File: src/rtl/rtmq_resume_arbiter.sv
// Round-robin arbiter that shares the flow controller's single RESUME input among several
// hold-based peripherals, with per-grant HLD handshake, optional timeout and sticky errors.
module rtmq_resume_arbiter #(
  parameter int unsigned N_SRC = 4,
  parameter int unsigned W_ID  = $clog2(N_SRC),
  parameter int unsigned W_TMO = 16,
  parameter int unsigned TMO   = 0
) (
  input  logic             clk,
  input  logic             rst_n,
  input  logic             f_hld,
  input  logic [N_SRC-1:0] req,
  input  logic             clr,
  input  logic             err_clr,
  output logic             f_rsm,
  output logic [N_SRC-1:0] ack,
  output logic [W_ID-1:0]  grant_id,
  output logic             busy,
  output logic [N_SRC-1:0] pend,
  output logic [1:0]       err
);

  localparam bit               TmoEn   = (TMO != 0);
  localparam logic [W_TMO-1:0] TmoLast = TmoEn ? W_TMO'(TMO - 1) : '0;

  typedef enum logic [1:0] {StIdle, StArm, StGap} state_e;

  state_e             state_q, state_d;
  logic               f_rsm_q, f_rsm_d;
  logic [N_SRC-1:0]   ack_q, ack_d;
  logic [W_ID-1:0]    grant_id_q, grant_id_d;
  logic [W_ID-1:0]    ptr_q, ptr_d;
  logic               busy_q, busy_d;
  logic [N_SRC-1:0]   pend_q, pend_d;
  logic [1:0]         err_q, err_d;
  logic [W_TMO-1:0]   tmo_cnt_q, tmo_cnt_d;

  logic [N_SRC-1:0]   pend_clr;
  logic [1:0]         err_set;
  logic               done;
  logic               win_found;
  logic [W_ID-1:0]    win_id;
  logic [W_ID-1:0]    cand;

  // (base + off) mod N_SRC, with both operands already below N_SRC.
  function automatic logic [W_ID-1:0] wrap_add(input logic [W_ID-1:0] base,
                                               input int unsigned     off);
    int unsigned s;
    s = 32'(base) + off;
    if (s >= N_SRC) s = s - N_SRC;
    return W_ID'(s);
  endfunction

  // First pending source at or after the round-robin pointer.
  always_comb begin
    win_found = 1'b0;
    win_id    = '0;
    cand      = '0;
    for (int unsigned k = 0; k < N_SRC; k++) begin
      cand = wrap_add(ptr_q, k);
      if (!win_found && pend_q[cand]) begin
        win_found = 1'b1;
        win_id    = cand;
      end
    end
  end

  always_comb begin
    state_d    = state_q;
    f_rsm_d    = f_rsm_q;
    ack_d      = '0;
    grant_id_d = grant_id_q;
    ptr_d      = ptr_q;
    busy_d     = busy_q;
    tmo_cnt_d  = tmo_cnt_q;
    pend_clr   = '0;
    err_set    = '0;
    done       = 1'b0;

    case (state_q)
      StIdle: begin
        if (win_found) begin
          state_d    = StArm;
          grant_id_d = win_id;
          f_rsm_d    = 1'b1;
          busy_d     = 1'b1;
          tmo_cnt_d  = '0;
        end
      end
      StArm: begin
        tmo_cnt_d = tmo_cnt_q + 1'b1;
        if (f_hld) begin
          ack_d[grant_id_q] = 1'b1;
          done              = 1'b1;
        end else if (TmoEn && (tmo_cnt_q == TmoLast)) begin
          err_set[0] = 1'b1;
          done       = 1'b1;
        end
        if (done) begin
          pend_clr[grant_id_q] = 1'b1;
          ptr_d                = wrap_add(grant_id_q, 1);
          state_d              = StGap;
          f_rsm_d              = 1'b0;
        end
      end
      StGap: begin
        state_d = StIdle;
        busy_d  = 1'b0;
      end
      default: begin
        state_d = StIdle;
        f_rsm_d = 1'b0;
        busy_d  = 1'b0;
      end
    endcase

    // A new event on the clearing edge survives and is not a merge.
    err_set[1] = |(req & pend_q & ~pend_clr);
    pend_d     = (pend_q & ~pend_clr) | req;

    if (clr) begin
      state_d    = StIdle;
      f_rsm_d    = 1'b0;
      ack_d      = '0;
      busy_d     = 1'b0;
      pend_d     = '0;
      err_set    = '0;
      ptr_d      = ptr_q;
      grant_id_d = grant_id_q;
    end

    err_d = (err_q & ~{2{err_clr}}) | err_set;
  end

  always_ff @(posedge clk or negedge rst_n) begin
    if (!rst_n) begin
      state_q    <= StIdle;
      f_rsm_q    <= 1'b0;
      ack_q      <= '0;
      grant_id_q <= '0;
      ptr_q      <= '0;
      busy_q     <= 1'b0;
      pend_q     <= '0;
      err_q      <= '0;
      tmo_cnt_q  <= '0;
    end else begin
      state_q    <= state_d;
      f_rsm_q    <= f_rsm_d;
      ack_q      <= ack_d;
      grant_id_q <= grant_id_d;
      ptr_q      <= ptr_d;
      busy_q     <= busy_d;
      pend_q     <= pend_d;
      err_q      <= err_d;
      tmo_cnt_q  <= tmo_cnt_d;
    end
  end

  assign f_rsm    = f_rsm_q;
  assign ack      = ack_q;
  assign grant_id = grant_id_q;
  assign busy     = busy_q;
  assign pend     = pend_q;
  assign err      = err_q;

endmodule

File: config.mk
export PLATFORM = sky130hd
export DESIGN_NAME = rtmq_resume_arbiter
export DESIGN_NICKNAME = d
export VERILOG_FILES = /design/src/rtl/rtmq_resume_arbiter.sv
export SDC_FILE = /design/constraint.sdc
export NUM_CORES = 1
export LEC_CHECK = 0
export CAP_MARGIN = 40
export CORE_MARGIN = 4
export CORE_UTILIZATION = 37
export DETAILED_ROUTE_END_ITERATION = 12
export GPL_ROUTABILITY_DRIVEN = 0
export HOLD_SLACK_MARGIN = 0.15
export SLEW_MARGIN = 30
export SYNTH_ARGS = -nofsm -noshare
export SYNTH_HDL_FRONTEND = slang
export SYNTH_SLANG_ARGS = --single-unit
File: constraint.sdc
create_clock -name clk -period 1.6 [get_ports clk]
set_input_delay 0.16 -clock clk [delete_from_list [all_inputs] [get_ports clk]]
set_output_delay 0.16 -clock clk [all_outputs]
set_load 0.01 [all_outputs]
==> results of run 1 <==
## per-stage QoR
step | std cells | util (%) | power, mW | worst slack, ns | area, µm²
finish | 139 | 53.4 | 1.28 | 0.0616 | 1200
global route | 139 | 53.4 | 1.37 | 0.00346 | 1200
CTS | 138 | 52.8 | 1.27 | 0.0704 | 1190
detailed placement | 135 | 51.8 | 1.07 | 0.00294 | 1170
global placement | 135 | 51.8 | 1.06 | 0.00333 | 1170
floorplan | 82 | - | 0.845 | 0.199 | 890
## synth_stat cells (all sizes together) (3+ instances only)
library cell  number  area, µm²
a21oi              6       30.0
nor2b              3       18.8
nor2              10       37.5
nand2b             3       18.8
inv                3       11.3
nand2              7       26.3
and2               4       25.0
ha                 4       50.1
mux2               4       45.0
dfrtp             18        450
## report_power, final
part           switching [mW]  internal [mW]  leakage [nW]
clock network           0.121         0.0870        0.0138
logic                   0.187          0.257         0.284
registers              0.0940          0.528         0.231
## per-layer routing
metal / vias to the layer above / track usage [%] / share of wire (%)
met5: - / 0 / 0
met4: 0 / 1.99 / 0.51
li1: 346 / - / -
met2: 24 / 16.2 / 43
met3: 2 / 2.71 / 6.7
met1: 310 / 16.0 / 50
## how the worst min path moves through the flow
stage            from           to  slack (ns)
3_5_place_dp    rst_n       ack[2]        0.51
6_report        rst_n       ack[2]        0.20
2_1_floorplan   rst_n       ack[0]       -0.14
3_3_place_gp   err[0]       err[0]        0.49
5_1_grt         rst_n  grant_id[0]        0.21
4_1_cts         rst_n       ack[2]        0.20
## area by class of cell
type / count / area, µm²
inverters: 3 / 11.3
well taps: 28 / 35.0
flip-flops and latches: 18 / 450
repair buffers: 28 / 265
clock buffers: 3 / 22.5
multi-input cells: 59 / 419
fillers: 211 / 1050
## timing repair
| action | CTS | global route |
|---|---|---|
| gates resized for setup | 0 | 1 |
| endpoints found under the setup margin | 0 | 1 |
| buffers inserted | 0 | 1 |
| hold endpoints to repair | 0 | 0 |
## flip-flops by register name, summed over array words and instances, names as in the netlist
register / flops
ack: 4
busy: 1
err: 2
f_rsm: 1
grant_id: 2
pend: 4
ptr_q: 2
state_q: 2
## cell usage in the layout (no fill, tap or decap)
master,netlist,final
nor3_4,1,1
and3b_1,1,1
o22ai_1,2,2
and2_1,4,4
nor2b_1,3,3
nand2_1,7,7
inv_1,3,3
nor2_1,10,10
a21oi_1,6,6
nor3_1,1,1
a2111oi_1,1,1
nor4_2,2,2
nand2b_1,3,3
nand4b_1,1,1
and3_1,1,1
mux2i_1,1,1
clkbuf_4,0,3
a311oi_2,0,1
mux2_1,4,4
a211oi_1,2,2
clkdlybuf4s50_1,0,22
and4b_1,2,2
dfrtp_1,18,18
buf_4,2,6
o21bai_1,1,1
ha_1,4,4
nor3b_1,1,1
## logic make-up after synthesis
logic type / synth area share, %
AOI/OAI and AO/OA: 9.42
adders and majority gates: 5.63
buffers and inverters: 2.95
DFF: 50.6
muxes: 6.19
and+or+nand+nor: 25.2
==> out/metrics.cfg, run 1 <==
[grt]
gr-total-overflow = 0
grt_usage_pct = 10.8
grt_max_degree = 19
antenna_found_initial = 0
grt_pass1_vias = 638
grt_first_pass_wirelength_um = 2790

[logic_synthesis]
synth-seq-cells = 18
synth_flop_cell = dfrtp_1
yosys_warnings = 0
ys_types = 25
synth_area_um2 = 890
synthCells = 82
synth_edf_count = 0
synthArstFlopShare_pct = 100
ys_seq_area_share_pct = 50.6
synth.net_count = 95
synth_area_per_cell_um2 = 10.8

[setup_path]
critical_path.max_stage_delay_ns = 0.60
worst-setup-path-type = reg -> out
slowest_stage = clkdlybuf4s50_1
r2r_cells = 6
setup.worst_path.end = pend[2]
rrSetupSlack_ns = 0.11
arrival_ns = 1.38
cp-startpoint = pend[2]
cp_max_fo = 7
worstPathRequired_ns = 1.44
crit_family = buffers and inverters
critPathLaunchType = flop
path_depth = 1
timing.rr.start = grant_id[1]
crit_chain = clkdlybuf4s50_1
crit_buf_inv = 1
r2r_end = err[1]
cp-end-kind = primary output

[timing]
period_needed_ns = 1.54
timing_hold_violations_final = 0
fin_crit_sh_pct = 96.2
fin_tns_setup_ns = 0
hold_slack_ns = 0.195
relSlewSlack_pct = 76.8
setup_violations = 0
fmax_mhz = 650
drv_slew = 0
fin_skew_ns = 0.00270
rsz0062_at_grt = false
tightestPinTransition_ns = 0.345

[floorplanning]
die_w_um = 57.0
start_util_pct = 39.5
die_y_um = 57.0
dieArea_um2 = 3250
ios = 23
placementRows = 17
design.core.area_um2 = 2250

[power_and_ir_drop]
max-vdd-ir-drop_mv = 0.674
cellPowerDensity_nw_per_um2 = 1060
power.leakage_nw = 0.529

[clock_network]
insertion_delay_ns = 0.27
clkTransAtPathRegs_ns = 0.09
numCtsBuffers = 3
cts_sinks = 18
cts_tree = yes
root_buffer = clkbuf_4
holdBufCountCts = 0
clock_path_buffers = 2
cts-htree-levels = 1

[finish]
antenna_cells = 0
area_growth_pct = 35.3
drive_above_1_share_pct = 11.7
layout.nets = 126

[route]
wl_um = 1780
via_per_inst = 4.91
dr.first_iter.drc_count = 11
drc_errors = 0
ant_nets = 0
wire_per_inst_um = 12.8
vias = 682
firstDrtPassIters = 4

[placed_design]
hpwlAfterDp_um = 1410
numPortBuffers = 22

[status]
status = finished clean

[flow_run]
drv_cap = 0

[hold_path]
hold_path.class = in -> async

(Power assumes the default switching activity.)
==> run 2: changes to the inputs <==
--- a/config.mk
+++ b/config.mk
@@ -11,7 +11,7 @@
 export DETAILED_ROUTE_END_ITERATION = 12
 export GPL_ROUTABILITY_DRIVEN = 0
 export HOLD_SLACK_MARGIN = 0.15
-export SLEW_MARGIN = 30
+export SLEW_MARGIN = 20
 export SYNTH_ARGS = -nofsm -noshare
 export SYNTH_HDL_FRONTEND = slang
 export SYNTH_SLANG_ARGS = --single-unit
==> results of run 2 <==
Same layout as run 1: the final DEF is identical, and so are final timing and power.
